==> config.mk <==
export PLATFORM = sky130hd
export DESIGN_NAME = env_voice_alloc_flat
export DESIGN_NICKNAME = d
export VERILOG_FILES = /design/src/rtl/env_voice_alloc_if.sv /design/src/rtl/env_voice_alloc.sv /design/src/flat_wrapper.sv
export SDC_FILE = /design/constraint.sdc
export NUM_CORES = 1
export LEC_CHECK = 0
export BUFFER_PORTS_ARGS = -buffer_cell sky130_fd_sc_hd__clkbuf_2
export CAP_MARGIN = 15
export CELL_PAD_IN_SITES_DETAIL_PLACEMENT = 0
export CELL_PAD_IN_SITES_GLOBAL_PLACEMENT = 1
export CORE_ASPECT_RATIO = 0.5
export CORE_UTILIZATION = 42
export DETAILED_ROUTE_END_ITERATION = 12
export PLACE_DENSITY = 0.81
export SYNTH_ARGS = -nofsm -noshare
export SYNTH_HDL_FRONTEND = slang
export SYNTH_SLANG_ARGS = --single-unit
==> constraint.sdc <==
create_clock -name clk -period 3.4 [get_ports clk]
set_clock_uncertainty 0.15 [all_clocks]
set_input_delay 0.51 -clock clk [delete_from_list [all_inputs] [get_ports clk]]
set_output_delay 0.51 -clock clk [all_outputs]
set_load 0.02 [all_outputs]
==> src/rtl/env_voice_alloc_if.sv <==
// Note/voice bus between the sequencer front end, the allocator and the env bank.
// Ports: master = front end + env bank side (drives ena, note events, env_busy),
//        slave  = allocator side (drives ready, triggers, voice state, status pulses).
interface env_voice_alloc_if #(
  parameter int VOICES = 4,
  parameter int NOTE_W = 7
);
  localparam int IDX_W = (VOICES > 1) ? $clog2(VOICES) : 1;

  logic                     ena;
  logic                     note_on;
  logic                     note_off;
  logic [NOTE_W-1:0]        note;
  logic [VOICES-1:0]        env_busy;
  logic                     ready;
  logic [VOICES-1:0]        env_trig;
  logic [VOICES-1:0]        voice_gate;
  logic [VOICES*NOTE_W-1:0] voice_note;
  logic [IDX_W-1:0]         alloc_idx;
  logic                     stole;
  logic                     dropped;

  modport master (
    output ena, note_on, note_off, note, env_busy,
    input  ready, env_trig, voice_gate, voice_note, alloc_idx, stole, dropped
  );

  modport slave (
    input  ena, note_on, note_off, note, env_busy,
    output ready, env_trig, voice_gate, voice_note, alloc_idx, stole, dropped
  );
endinterface

==> src/rtl/env_voice_alloc.sv <==
// Voice allocator: picks an env voice per note_on (retrigger > free > steal oldest), fires its trigger.
// Latency: note_on accepted at cycle t -> one-cycle env_trig at t+VOICES+1; ready back high at t+VOICES+2.
// Backpressure: ready low while a scan/fire is in flight; note_on then is dropped (dropped pulse); ena=0 freezes all.
// Ports: clk, rst (sync, active-high), bus (slave modport of env_voice_alloc_if).
module env_voice_alloc #(
  parameter int VOICES = 4,
  parameter int NOTE_W = 7,
  parameter int AGE_W  = 8
) (
  input logic               clk,
  input logic               rst,
  env_voice_alloc_if.slave  bus
);
  localparam int IDX_W = (VOICES > 1) ? $clog2(VOICES) : 1;
  localparam logic [IDX_W-1:0] LAST_K  = IDX_W'(VOICES - 1);
  localparam logic [AGE_W-1:0] AGE_MAX = {AGE_W{1'b1}};

  typedef enum logic [1:0] {IDLE, SCAN, FIRE} state_t;

  state_t            state;
  logic [IDX_W-1:0]  scanK;
  logic [IDX_W-1:0]  selIdx;
  logic [NOTE_W-1:0] reqNote;
  logic [NOTE_W-1:0] noteQ [VOICES];
  logic [AGE_W-1:0]  age   [VOICES];
  logic [VOICES-1:0] gateQ;
  logic [VOICES-1:0] trigQ;
  logic [IDX_W-1:0]  allocIdxQ;
  logic              readyQ;
  logic              stoleQ;
  logic              droppedQ;

  // Running best candidates accumulated across the scan.
  logic              retrigFound, freeFound;
  logic [IDX_W-1:0]  retrigIdx, freeIdx, stealIdx;
  logic [AGE_W-1:0]  stealAge;

  // Candidates after folding in the voice under scan this cycle.
  logic              retrigFoundN, freeFoundN;
  logic [IDX_W-1:0]  retrigIdxN, freeIdxN, stealIdxN;
  logic [AGE_W-1:0]  stealAgeN;
  logic [IDX_W-1:0]  pickIdx;
  logic              pickSteal;

  always_comb begin
    retrigFoundN = retrigFound;
    retrigIdxN   = retrigIdx;
    freeFoundN   = freeFound;
    freeIdxN     = freeIdx;
    stealIdxN    = stealIdx;
    stealAgeN    = stealAge;
    pickIdx      = '0;
    pickSteal    = 1'b0;

    if (!retrigFound && gateQ[scanK] && (noteQ[scanK] == reqNote)) begin
      retrigFoundN = 1'b1;
      retrigIdxN   = scanK;
    end
    // env_busy is read live, so only the cycle voice k is scanned matters for it.
    if (!freeFound && !bus.env_busy[scanK] && !gateQ[scanK]) begin
      freeFoundN = 1'b1;
      freeIdxN   = scanK;
    end
    // Strict compare keeps the lowest index on equal ages.
    if ((scanK == '0) || (age[scanK] > stealAge)) begin
      stealIdxN = scanK;
      stealAgeN = age[scanK];
    end

    if (retrigFoundN) begin
      pickIdx = retrigIdxN;
    end else if (freeFoundN) begin
      pickIdx = freeIdxN;
    end else begin
      pickIdx   = stealIdxN;
      pickSteal = 1'b1;
    end
  end

  always_ff @(posedge clk) begin
    if (rst) begin
      state       <= IDLE;
      scanK       <= '0;
      selIdx      <= '0;
      reqNote     <= '0;
      gateQ       <= '0;
      trigQ       <= '0;
      allocIdxQ   <= '0;
      readyQ      <= 1'b1;
      stoleQ      <= 1'b0;
      droppedQ    <= 1'b0;
      retrigFound <= 1'b0;
      freeFound   <= 1'b0;
      retrigIdx   <= '0;
      freeIdx     <= '0;
      stealIdx    <= '0;
      stealAge    <= '0;
      for (int i = 0; i < VOICES; i++) begin
        noteQ[i] <= '0;
        age[i]   <= '0;
      end
    end else if (bus.ena) begin
      trigQ    <= '0;
      stoleQ   <= 1'b0;
      droppedQ <= bus.note_on && !readyQ;

      for (int i = 0; i < VOICES; i++) begin
        if (age[i] != AGE_MAX) age[i] <= age[i] + 1'b1;
        if (bus.note_off && gateQ[i] && (noteQ[i] == bus.note)) gateQ[i] <= 1'b0;
      end

      case (state)
        IDLE: begin
          if (bus.note_on) begin
            reqNote     <= bus.note;
            scanK       <= '0;
            readyQ      <= 1'b0;
            retrigFound <= 1'b0;
            freeFound   <= 1'b0;
            state       <= SCAN;
          end
        end
        SCAN: begin
          retrigFound <= retrigFoundN;
          retrigIdx   <= retrigIdxN;
          freeFound   <= freeFoundN;
          freeIdx     <= freeIdxN;
          stealIdx    <= stealIdxN;
          stealAge    <= stealAgeN;
          if (scanK == LAST_K) begin
            // Trigger register is loaded here so the pulse is visible during FIRE.
            selIdx         <= pickIdx;
            trigQ[pickIdx] <= 1'b1;
            stoleQ         <= pickSteal;
            state          <= FIRE;
          end else begin
            scanK <= scanK + 1'b1;
          end
        end
        FIRE: begin
          // Written after the note_off loop so FIRE wins on the same voice.
          noteQ[selIdx] <= reqNote;
          gateQ[selIdx] <= 1'b1;
          age[selIdx]   <= '0;
          allocIdxQ     <= selIdx;
          readyQ        <= 1'b1;
          state         <= IDLE;
        end
        default: state <= IDLE;
      endcase
    end
  end

  // Pulses are masked while frozen so a held register never repeats a pulse.
  assign bus.env_trig   = bus.ena ? trigQ : '0;
  assign bus.stole      = bus.ena & stoleQ;
  assign bus.dropped    = bus.ena & droppedQ;
  assign bus.ready      = readyQ;
  assign bus.voice_gate = gateQ;
  assign bus.alloc_idx  = allocIdxQ;

  for (genvar g = 0; g < VOICES; g++) begin : gNotePack
    assign bus.voice_note[g*NOTE_W +: NOTE_W] = noteQ[g];
  end
endmodule

==> src/flat_wrapper.sv <==
// flat-port wrapper written by rule: the top's interface ports become plain ports
module env_voice_alloc_flat 
#(
  parameter int VOICES = 4,
  parameter int NOTE_W = 7,
  parameter int AGE_W  = 8
)
  (clk, rst, bus_ena, bus_note_on, bus_note_off, bus_note, bus_env_busy, bus_ready, bus_env_trig, bus_voice_gate, bus_voice_note, bus_alloc_idx, bus_stole, bus_dropped);
  env_voice_alloc_if #(.VOICES(VOICES), .NOTE_W(NOTE_W)) bus_i ();
  input logic clk;
  input logic rst;
  input wire logic [$bits(bus_i.ena)-1:0] bus_ena;
  input wire logic [$bits(bus_i.note_on)-1:0] bus_note_on;
  input wire logic [$bits(bus_i.note_off)-1:0] bus_note_off;
  input wire logic [$bits(bus_i.note)-1:0] bus_note;
  input wire logic [$bits(bus_i.env_busy)-1:0] bus_env_busy;
  output wire logic [$bits(bus_i.ready)-1:0] bus_ready;
  output wire logic [$bits(bus_i.env_trig)-1:0] bus_env_trig;
  output wire logic [$bits(bus_i.voice_gate)-1:0] bus_voice_gate;
  output wire logic [$bits(bus_i.voice_note)-1:0] bus_voice_note;
  output wire logic [$bits(bus_i.alloc_idx)-1:0] bus_alloc_idx;
  output wire logic [$bits(bus_i.stole)-1:0] bus_stole;
  output wire logic [$bits(bus_i.dropped)-1:0] bus_dropped;
  assign bus_i.ena = bus_ena;
  assign bus_i.note_on = bus_note_on;
  assign bus_i.note_off = bus_note_off;
  assign bus_i.note = bus_note;
  assign bus_i.env_busy = bus_env_busy;
  assign bus_ready = bus_i.ready;
  assign bus_env_trig = bus_i.env_trig;
  assign bus_voice_gate = bus_i.voice_gate;
  assign bus_voice_note = bus_i.voice_note;
  assign bus_alloc_idx = bus_i.alloc_idx;
  assign bus_stole = bus_i.stole;
  assign bus_dropped = bus_i.dropped;
  env_voice_alloc #(.VOICES(VOICES), .NOTE_W(NOTE_W), .AGE_W(AGE_W)) u_core (.clk(clk), .rst(rst), .bus(bus_i));
endmodule
* Yosys cells after proc, flatten, opt, wreduce, memory -nomap -nowiden
Memory sizes are Yosys's and may differ from the RTL's. A register that Yosys moved wholly into a read port is not among the register bits.
Index checks and enable logic that the tools add are counted.
** Word-level totals
- Register bits after elaboration :: 42
- Latch bits :: 0
- Bits in writable memories :: 60
- Bits in read-only memories :: 0
- Bits of input ports :: 16
- Output and inout port bits :: 41
- Logic and storage cells :: 164
- Memories kept :: 2
** Operators by class
- Add/subtract/negate cells :: 5
- $mul :: 0
- Div/mod/pow operators :: 0
- Magnitude comparators :: 6
- Equal/unequal tests :: 15
- Shift-type cells :: 0
- Multiplexer cells :: 78
- Bitwise logic cells :: 7
- Reduce and logical (&&, ||, !) cells :: 35
** Memory list
- u_core.age :: words 4, width 8, read ports 5, clocked after memory_dff 1, write ports 5, RTL line env_voice_alloc.sv:25 : logic [AGE_W-1:0] age [VOICES];
- u_core.noteQ :: words 4, width 7, read ports 5, clocked after memory_dff 1, write ports 4, RTL line env_voice_alloc.sv:24 : logic [NOTE_W-1:0] noteQ [VOICES];
** Operators with widths (number)
- 2-to-1 mux 1 bit :: 46
- equality test 7 bit :: 5
- adder 8 x 1 -> 8 bit (second input constant) :: 4
- 2-to-1 mux 8 bit :: 4
- inequality test 8 bit (second input constant) :: 4
- 2-to-1 mux 2 bit :: 14
- AND reduction 3 bit :: 6
- 2-to-1 mux 4 bit :: 4
- logical AND 1 bit :: 15
- less-than comparator 2 x 3 -> 1 bit (second input constant) :: 3
- > comparator 8 bit :: 1
- one-hot mux 2 bit (2 select lines) :: 2
- 2-to-1 mux 7 bit :: 1
- OR reduction 7 bit :: 1
- one-hot mux 1 bit (2 select lines) :: 3
- logical NOT 1 bit :: 5
- binary-select mux 1 bit (select 2 bit) :: 2
- demux 1 bit (select 2 bit) :: 2
- equality test 2 bit (second input constant) :: 2
- greater-or-equal comparator 2 x 1 -> 1 bit (second input constant) :: 2
- logical NOT 2 bit :: 2
- inequality test 2 bit (second input constant) :: 2
- OR 1 bit :: 4
- OR 4 bit :: 1
- other kinds (8) :: 11

* Depth between registers and ports, before layout
Gate-level depths: netlist of run 1.
- Word-level depth :: 14
- Depth in mapped cells :: 13
- Gate-level depth less buffers :: 11

* Worst setup path after synthesis of run 1
OpenSTA, ideal clock, no wires.
- Path type :: register to register
- From :: reg with a tool-made name
- To :: reg u_core.trigQ[3]
- Setup time :: 0.128 ns
- Data arrival time :: 2.897 ns
- Required time :: 3.122 ns
- Setup slack :: 0.225 ns
- Stages on the path, launching flop included :: 12
- Path buffers :: 2
- Clock period less this slack :: 3.175 ns
- Cell sequence :: dfxtp_1 > buf_6 > buf_12 > mux4_1 > ha_1 > nand4_1 > o41a_1 > a2111o_1 > o311a_1 > o22ai_2 > a2bb2oi_1 > nor2_1
** RTL lines
- end signal, assigned :: RTL line env_voice_alloc.sv:87 : trigQ <= '0;
- end signal, assigned :: RTL line env_voice_alloc.sv:103 : trigQ <= '0;
- end signal, assigned by index :: RTL line env_voice_alloc.sv:133 : trigQ[pickIdx] <= 1'b1;
- end, declared :: RTL line env_voice_alloc.sv:27 : logic [VOICES-1:0] trigQ;

==> results by group, run 1 <==
Critical path
  • Crit-path max FO: 8
  • Worst-path cell chain: buf_4 > mux4_2 > ha_1 > nand2_1 > o41a_1 > a2111o_1 > o311a_1 > o22ai_4 > a2bb2oi_2 > nor2_1
  • Max stage delay on crit path: 520 ps
  • Arrival time of the worst setup path: approximately 3300 ps
  • Crit path max-delay cell type: mux4_2
  • Crit end category: flop
  • Crit path required time: 3470 ps
  • R2R cell count: 10
  • Kind of critical path: reg2reg
  • Setup crit start kind: flop

Logic synthesis
  • Synthesized net count: 562
  • Mapped Area: 5370 µm²
  • Post-Synthesis Cells: 532
  • Post-Synth Simple-Gate Area: about 20%
  • Yosys reg bits: 104
  • Mux share of post-synthesis cell area: between 10% and 20%
  • Syn Area/Cell: 10.1 µm²
  • Yosys cell types: between 50 and 60
  • EDFF count, synth: 28
  • Main synth FF type: dfxtp_1
  • Synth async-reset ratio: 0%
  • Sequential area share after synthesis: between 40% and 50%
  • Synth Area in Adders: 3.26%
  • Fraction of the mapped netlist area in compound gates: 7.99%
  • Post-Synth XOR/XNOR Area: between 8 and 9%
  • Largest family of logic cells by synthesized area: simple AND/OR/NAND/NOR gates
  • Synthesis Warnings: 0

Power and ir drop
  • Leak Pwr: 0.00245 µW
  • PnR Total Power: around 2600 µW
  • VDD IR max: 0.260 mV
  • PwrDens: around 420 nW/µm²

Routing
  • # DRC: 0
  • Final WL: ~13000 µm
  • Routed Antenna Nets: 0
  • 1st-iter DRT viols: roughly 350
  • Total number of vias: between 4000 and 5000
  • Via-to-Cell Ratio: around 5.4
  • Drt pass-1 iters: 4
  • Post-detailed-route wirelength per cell: 17.3 µm

Floorplan
  • Starting Density: 44.3%
  • Core area: 12100 µm²
  • Die Y-Extent: approximately 82 µm
  • Top Ports: 57
  • Die area: approximately 13000 µm²
  • Row count: 28
  • Die width: approximately 160 µm

Status
  • Outcome: finished, final reports clean

Cells and area
  • Commonest non-fill, non-tap cell in the layout: dfxtp_1
  • Nets: just over 600
  • Storage element area: ~2400 µm²
  • Filler cells: between 1000 and 1500
  • Layout Utilization: approximately 50%
  • # diodes: 0
  • Layout cells sized above 1: a little under a fifth
  • Footprint of the multi-input gates: around 2800 µm²
  • Most frequent cells in the layout: dfxtp_1 (75), nor2_1 (68), clkbuf_2 (56)
  • Area grow syn2layout: 14.1%
  • Final Non-Filler Cells: 760

CTS
  • CTS Buf Count: 9
  • Worst-Skew Late Latency: 350 ps
  • Clock buffer depth: 2
  • Worst-path clk slew: around 70 ps
  • Clock root cell: clkbuf_16
  • TritonCTS Sinks: ~100
  • CTS tree: done
  • H-tree level count: 3
  • Setup bufs post-CTS: 0

Timing
  • Setup violations, final: 0
  • Fin crit share: 94.3%
  • Worst slew pin tran: between 600 and 700 ps
  • FMAX: just over 0.3 GHz
  • Unrepaired setup endpoints after global routing: false
  • Final TNS setup: 0 ps
  • Slew margin rel.: a little over half
  • Fin. Hold Viols: 0
  • Minimum clock period: between 3000 and 4000 ps
  • Final slew viol count: 0
  • Worst setup margin: 194 ps

Worst hold path
  • Hold wc startpoint: bus_note_on
  • Hold Path Class: in2reg
  • Hold Path Stages: 3

GRT
  • Largest net degree at the start of global routing: 43
  • GR Util All Layers: a little over a fifth
  • Initial antenna violation count: 0
  • First-pass GRT wire length: slightly above 20000 µm
  • Vias in the first global route: 3897
  • Grt total ovfl: 0

Placed design
  • Detailed placer's ending HPWL: between 9000 and 10000 µm
  • Pre-CTS WS: 11.4 ps
  • Inst Count DP: about 740
  • Gpl congestion: just under 0.9
  • Port bufs: 56

Flow run
  • Maxcap violations: 0
Yosys cell counts (all sizes together), types with 2 or more instances:
cell type / n / share of area, %
nor2b: 3 / 0.35
xor2: 37 / 6.0
a211oi: 3 / 0.42
a21oi: 31 / 3.0
mux2i: 23 / 4.3
nor3: 9 / 0.84
inv: 19 / 1.3
nand2b: 5 / 0.58
and3: 15 / 1.7
buf: 6 / 1.3
a41oi: 2 / 0.33
dfxtp: 76 / 28
and4b: 2 / 0.40
ha: 14 / 3.3
nand4: 11 / 1.4
a31o: 3 / 0.49
nand3: 11 / 1.0
nand3b: 3 / 0.42
or3: 8 / 0.93
xnor2: 16 / 2.6
nor2: 68 / 4.8
clkbuf: 17 / 1.2
nor4: 8 / 0.93
a22oi: 2 / 0.28
edfxtp: 28 / 16
a311oi: 2 / 0.33
or4: 2 / 0.35
and2: 27 / 3.1
a31oi: 2 / 0.23
nand2: 36 / 2.6
o21a: 2 / 0.28
o211ai: 2 / 0.28
o21ai: 11 / 1.1
mux4: 17 / 7.9
layout make-up:
type / instances / area share, %
timing repair buffer: 71 / 6.42
clock buffer: 9 / 3.68
tap: 165 / 3.37
clock inverter: 7 / 0.940
sequential: 104 / 38.6
multi-input combinational: 385 / 45.8
inverter: 19 / 1.16
logic make-up (layout without fill, tap and decap cells):
kind of cell               after synthesis  in the layout
and+or+nand+nor                        211            211
DFF                                    104            104
AOI/OAI and AO/OA                       67             67
xor gates and xnor gates                53             53
buffers and inverters                   43            106
muxes                                   40             40
adders and majority gates               14             14
worst paths after layout:
path         slack [ps]                       to
max                 190          u_core.trigQ[3]
min                 290          u_core.droppedQ
max reg2reg         190          u_core.trigQ[3]
min reg2reg         310  u_core.bus.alloc_idx[1]
power breakdown:
group,switching (µW),leakage (µW),internal (µW)
combinational,149,0.00141,101
sequential,40.8,0.000905,1300
clock,479,0.000134,504
total,669,0.00245,1900
sequential cells by signal, summed over array words and instances (netlist names), 2 cells and up, named ones only:
signal / count
u_core.scanK: 2
u_core.age: 32
u_core.reqNote: 7
u_core.retrigIdx: 2
u_core.trigQ: 4
u_core.stealIdx: 2
u_core.stealAge: 8
u_core.bus.alloc_idx: 2
u_core.state: 2
u_core.freeIdx: 2
u_core.selIdx: 2
u_core.noteQ: 28
u_core.bus.voice_gate: 4
timing repair:
action / in CTS / in global routing
hold buffers: 0 / 0
endpoints found under the setup margin: 1 / 4
gates resized for setup: 1 / 5
pin swaps: 0 / 2
gates cloned: 0 / 0
metal layers:
layer	routed length (µm)	vias up	share of wire, %	global-route usage (%)
li1	-	2009	-	-
met1	6600	2009	50	28.8
met2	5730	99	44	32.4
met3	634	16	4.8	4.39
met4	205	0	1.6	7.17
met5	0	-	0	0
worst max-delay path, delay by kind of cell (launching register included):
| kind | cells | cell delay [ps] |
|---|---|---|
| flops | 1 | 410 |
| compound gates | 5 | 1440 |
| simple gates | 2 | 100 |
| mux | 1 | 520 |
| fa+ha+maj | 1 | 320 |
| buf+inv | 1 | 140 |
metrics by stage:
| step | hold WS (ps) | area (µm²) |
|---|---|---|
| after CTS | 268 | 6110 |
| after floorplan | 284 | 5370 |
| after global placement | 298 | 5820 |
| final | 285 | 6120 |
| after global routing | 292 | 6120 |
| after detailed placement | 303 | 5820 |
Note: power is estimated with default switching activity, not from simulation.
==> run 2, diff against run 1 <==
Settings changed: RECOVER_POWER set to 25.
==> run 2 against run 1 <==
Non-clock buffer count did not move; combinational power about the same; via count about the same; critical path depth is the same; hold slack gained 0.87 ps; cell count stayed put; global-route usage unchanged; largest power group unchanged.
==> results by group, run 2 (synthesis results as in run 1) <==
Status
  • Outcome: finished, final reports clean

Routing
  • Routed Antenna Nets: 0
  • Final WL: 13200 µm
  • 1st-iter DRT viols: 363
  • Via-to-Cell Ratio: approximately 5.4
  • Drt pass-1 iters: 5
  • Total number of vias: a little over 4000
  • Post-detailed-route wirelength per cell: ~17 µm
  • # DRC: 0

Critical path
  • Worst-path cell chain: buf_4 > mux4_2 > ha_1 > nand2_1 > o41a_1 > a2111o_1 > o311a_1 > o22ai_4 > a2bb2oi_2 > nor2_1
  • Crit path max-delay cell type: mux4_2
  • Crit end category: flop
  • Kind of critical path: reg2reg
  • Critical path depth: 10
  • Setup crit start kind: flop
  • Max stage delay on crit path: around 520 ps
  • Crit path required time: ~3500 ps
  • Worst path bufs/invs: 1
  • Arrival time of the worst setup path: between 3000 and 4000 ps
  • Cell family with most CP delay: compound AO/OA/AOI/OAI gates
  • Crit-path max FO: 8
  • R2R cell count: 10

Timing
  • Slew margin rel.: between 50 and 60%
  • Fin. Hold Viols: 0
  • Fin crit share: 94.5%
  • Unrepaired setup endpoints after global routing: false
  • Minimum clock period: around 3200 ps
  • Final slew viol count: 0
  • FMAX: slightly above 0.3 GHz
  • Worst slew pin tran: between 700 and 800 ps
  • Final TNS setup: 0 ps
  • Setup violations, final: 0

GRT
  • First-pass GRT wire length: 20700 µm
  • GR Util All Layers: between 20% and 30%
  • Grt total ovfl: 0
  • Vias in the first global route: approximately 3900
  • Largest net degree at the start of global routing: 43
  • Initial antenna violation count: 0

Cells and area
  • Storage element area: 2370 µm²
  • Layout cells sized above 1: between 10 and 15%
  • Nets: 620
  • Filler cells: approximately 1200
  • Most frequent cells in the layout: dfxtp_1 (75), nor2_1 (68), xor2_1 (37), clkbuf_1 (37), nand2_1 (35)
  • Number of flip-flops under the largest register name: 32
  • Area grow syn2layout: 13.1%
  • Biggest regs: u_core.age (32), u_core.noteQ (28), u_core.stealAge (8)
  • Commonest non-fill, non-tap cell in the layout: dfxtp_1
  • Footprint of the multi-input gates: ~2800 µm²
  • Reg with most FFs: u_core.age
  • # diodes: 0

CTS
  • CTS Buf Count: 9
  • H-tree level count: 3
  • Hold-fix buffers, CTS: 0
  • Worst-path clk slew: about 70 ps
  • Worst-Skew Late Latency: about 350 ps
  • Clock buffer depth: 2
  • CTS tree: done
  • Clock root cell: clkbuf_16
  • TritonCTS Sinks: approximately 100

Floorplan
  • Die area: around 13000 µm²
  • Die width: ~160 µm
  • Row count: 28
  • Die Y-Extent: approximately 82 µm
  • Top Ports: 57
  • Starting Density: between 40% and 50%
  • Core area: roughly 12000 µm²

Worst hold path
  • Hold Path Stages: 3
  • Hold Path Class: in2reg

Power and ir drop
  • PnR Total Power: roughly 2600 µW
  • Leak Pwr: ~0.0023 µW
  • PwrDens: 423 nW/µm²
  • VDD IR max: roughly 0.26 mV

Placed design
  • Port bufs: 56
  • Detailed placer's ending HPWL: about 9500 µm
  • Gpl congestion: 0.875

Flow run
  • Maxcap violations: 0
==> run 2: changes by cell type in the layout (fill, tap and decap cells not counted) <==
cell      delta
buf_4        -2
clkbuf_1    +37
clkbuf_2    -35
==> run 2: final timing paths <==
check	from	slack, ps	end
worst min-delay path	bus_note_on	290	u_core.droppedQ
worst max-delay path	flop	190	u_core.trigQ[3]
worst max register to register	flop	190	u_core.trigQ[3]
worst min register to register	u_core.bus.alloc_idx[1]	310	u_core.bus.alloc_idx[1]
==> run 2: stage by stage <==
stage / utilization (%) / instance area, µm² / hold WS (ps) / cells / setup WS (ps)
CTS: 50.4 / 6110 / 268 / 760 / 95.4
global placement: 48.0 / 5820 / 298 / 744 / 78.3
detailed placement: 48.0 / 5820 / 303 / 744 / 11.4
floorplan: - / 5370 / 284 / 532 / 225
global route: 50.1 / 6070 / 292 / 760 / 5.51
finish: 50.1 / 6070 / 286 / 760 / 186
==> run 2: repair_timing <==
action / CTS / global route
gates resized for setup: 1 / 5
pin swaps: 0 / 2
endpoints found under the setup margin: 1 / 4
buffers inserted: 0 / 0
==> run 2: layout make-up <==
| type | instances | share of cell area [%] |
|---|---|---|
| inverter | 19 | 1.17 |
| timing repair buffer | 71 | 5.63 |
| sequential | 104 | 39.0 |
| clock inverter | 7 | 0.948 |
| tap | 165 | 3.40 |
| clock buffer | 9 | 3.71 |
| multi-input combinational | 385 | 46.2 |
==> run 2: report_power, final <==
part           switching [µW]  total (µW)  internal [µW]  leakage (µW)
registers                40.5        1340           1300      0.000905
clock network             478         983            504      0.000134
logic                     150         247           97.0       0.00129
==> run 2: worst reg2reg max path: stages (launching register included) <==
cell,delay [ps]
dfxtp_4,410
buf_4,140
mux4_2,520
ha_1,320
nand2_1,60
o41a_1,490
a2111o_1,450
o311a_1,160
o22ai_4,200
a2bb2oi_2,160
nor2_1,40
==> run 2: layer usage <==
metal,global-route usage [%],vias to the layer above,routed length [µm]
met4,7.17,0,204
met1,28.8,2014,6650
met3,4.39,16,628
li1,-,2008,-
met2,32.4,99,5710
met5,0,-,0
==> run 3, diff against run 2 <==
--- a/config.mk
+++ b/config.mk
@@ -11,7 +11,7 @@
 export CELL_PAD_IN_SITES_GLOBAL_PLACEMENT = 1
 export CORE_ASPECT_RATIO = 0.5
-export CORE_UTILIZATION = 42
+export CORE_UTILIZATION = 46
 export DETAILED_ROUTE_END_ITERATION = 12
-export PLACE_DENSITY = 0.81
+export PLACE_DENSITY = 0.84
 export RECOVER_POWER = 25
 export SYNTH_ARGS = -nofsm -noshare
==> constraint.sdc (replaced) <==
create_clock -name clk -period 2.97 [get_ports clk]
set_clock_uncertainty 0.15 [all_clocks]
set_input_delay 0.297 -clock clk [delete_from_list [all_inputs] [get_ports clk]]
set_output_delay 0.297 -clock clk [all_outputs]
set_load 0.02 [all_outputs]
==> run 3 against run 2 <==
The run now ends with setup timing left; power up 20%; core utilization up 7.0 points; setup slack lost 270 ps; critical endpoint unchanged; sequential power up 14%; sequential share of layout area is 1.9 points lower; routed wire length up 4.1%; largest cell class unchanged; combinational power grew 32%; fmax increased by 5.3%; non-clock buffer count grew 24.
==> results by group, run 3 (synthesis results as in run 1) <==
Cells and area
  • Final Non-Filler Cells: between 700 and 800
  • Reg with most FFs: u_core.age
  • Layout cells sized above 1: between 10% and 20%
  • Number of flip-flops under the largest register name: 32
  • Biggest regs: u_core.age (32), u_core.noteQ (28), u_core.stealAge (8)
  • Footprint of the multi-input gates: slightly below 3000 µm²
  • Final instance area: between 6000 and 7000 µm²
  • Nets: about 640
  • # diodes: 0
  • Storage element area: between 2000 and 2500 µm²
  • Most frequent cells in the layout: dfxtp_1 (75), nor2_1 (68), clkbuf_1 (39)
  • Filler cells: 1003
  • Area grow syn2layout: 18.9%
  • Commonest non-fill, non-tap cell in the layout: dfxtp_1

CTS
  • Clock buffer depth: 2
  • CTS Buf Count: 9
  • Worst-Skew Late Latency: 340 ps
  • TritonCTS Sinks: ~100
  • CTS tree: done
  • Hold-fix buffers, CTS: 0
  • Clock root cell: clkbuf_16
  • H-tree level count: 3
  • Worst-path clk slew: 70 ps

Placed design
  • Detailed placer's ending HPWL: roughly 9800 µm
  • Post-DP Area: about 6000 µm²
  • Port bufs: 56
  • Pre-CTS WS: -160 ps
  • Inst Count DP: 759
  • Gpl congestion: just under 0.9

Timing
  • Unrepaired setup endpoints after global routing: true
  • Setup violations, final: 5
  • Minimum clock period: between 3000 and 4000 ps
  • Fin. Hold Viols: 0
  • Final slew viol count: 0
  • Worst slew pin tran: 744 ps
  • Slew margin rel.: ~50%
  • Fin crit share: 103%
  • Worst setup margin: -82.3 ps
  • FMAX: about 0.33 GHz

Routing
  • Uppermost layer routed: met4
  • Routed wire length on met3: ~760 µm
  • # DRC: 0
  • Via-to-Cell Ratio: approximately 5.5
  • 1st-iter DRT viols: around 310
  • Routed Antenna Nets: 0
  • Total number of vias: 4285
  • Post-detailed-route wirelength per cell: 17.6 µm
  • Drt pass-1 iters: 5
  • Metal-1 WL: approximately 6300 µm
  • Final WL: 13700 µm
  • Met2 wire length: 6530 µm

GRT
  • First-pass GRT wire length: about 21000 µm
  • GR Util All Layers: 23.2%
  • Initial antenna violation count: 0
  • Vias in the first global route: 4100
  • Grt total ovfl: 0
  • Largest net degree at the start of global routing: 43

Power and ir drop
  • VDD IR max: 0.268 mV
  • PwrDens: ~480 nW/µm²
  • Leak Pwr: 0.00244 µW
  • PnR Total Power: about 3000 µW

Critical path
  • Crit-path max FO: 5
  • Setup crit start kind: flop
  • R2R cell count: 11
  • Crit path max-delay cell type: mux4_2
  • Worst-path cell chain: buf_12 > mux4_2 > ha_4 > a211oi_2 > o21a_1 > o211ai_1 > a2111o_1 > o311a_1 > o22ai_4 > a2bb2oi_1 > nor2_1
  • Crit end category: flop
  • Kind of critical path: reg2reg
  • Arrival time of the worst setup path: between 3000 and 4000 ps
  • Crit path required time: ~3000 ps
  • Max stage delay on crit path: 550 ps

Floorplan
  • Row count: 27
  • Die Y-Extent: just under 80 µm
  • Die width: 155 µm
  • Die area: ~12000 µm²
  • Starting Density: between 40% and 50%
  • Core area: around 11000 µm²
  • Top Ports: between 50 and 60

Status
  • Failing checks: setup timing
  • Outcome: finished, violations left

Worst hold path
  • Hold Path Class: in2reg
  • Hold Path Stages: 3

Flow run
  • Maxcap violations: 0
-- run 3: cell count changes in the layout (fill, tap and decap cells not counted), moves of 3 or more --
cell / change
buf_4: +21
clkbuf_2: -3
clkinv_4: -3
ha_1: -5
ha_4: +5
mux4_1: -8
mux4_2: +8
xnor2_1: -3
xnor2_2: +3
-- run 3: per-layer routing --
layer | GRT usage (%) | vias up
met3 | 4.91 | 14
met5 | 0 | -
li1 | - | 2054
met4 | 5.74 | 0
met2 | 39.4 | 126
met1 | 30.3 | 2091
-- run 3: worst paths after layout --
check,slack [ps],end,start
max reg2reg,-80,u_core.trigQ[3],flop
min,100,u_core.droppedQ,bus_note_on
min reg2reg,310,u_core.bus.alloc_idx[0],u_core.bus.alloc_idx[0]
max,-80,u_core.trigQ[3],flop
-- run 3: per-stage QoR --
step                      hold WS (ps)  util [%]  TNS (ps)
final                              101      57.1      -299
after global routing               110      57.1      -703
after CTS                         99.9      57.0     -85.5
after detailed placement           309      53.6      -578
after global placement             301      53.6      -519
after floorplan                    284         -     -98.3
-- run 3: power by group --
part           internal, µW  switching, µW
clock                   666            552
sequential             1490           42.3
combinational           139            187
-- run 3: layout make-up --
class | count | area share [%]
repair buffers | 95 | 8.68
multi-input cells | 385 | 45.3
inverters | 19 | 1.12
well taps | 159 | 3.12
clock inverters | 7 | 1.23
flip-flops and latches | 104 | 37.1
clock buffers | 9 | 3.53
-- run 3: repair_timing --
item | CTS | global route
pin swaps | 7 | 1
endpoints found under the setup margin | 5 | 13
buffers inserted | 2 | 1
resized for setup | 11 | 9
cloned | 0 | 0
-- run 3: worst max-delay path: cells and delay by family (launching register included) --
family | cells | cell delay (ps)
AOI/OAI and AO/OA | 7 | 1440
adders and majority gates | 1 | 240
buffers and inverters | 1 | 120
DFF | 1 | 360
muxes | 1 | 550
and+or+nand+nor | 1 | 50
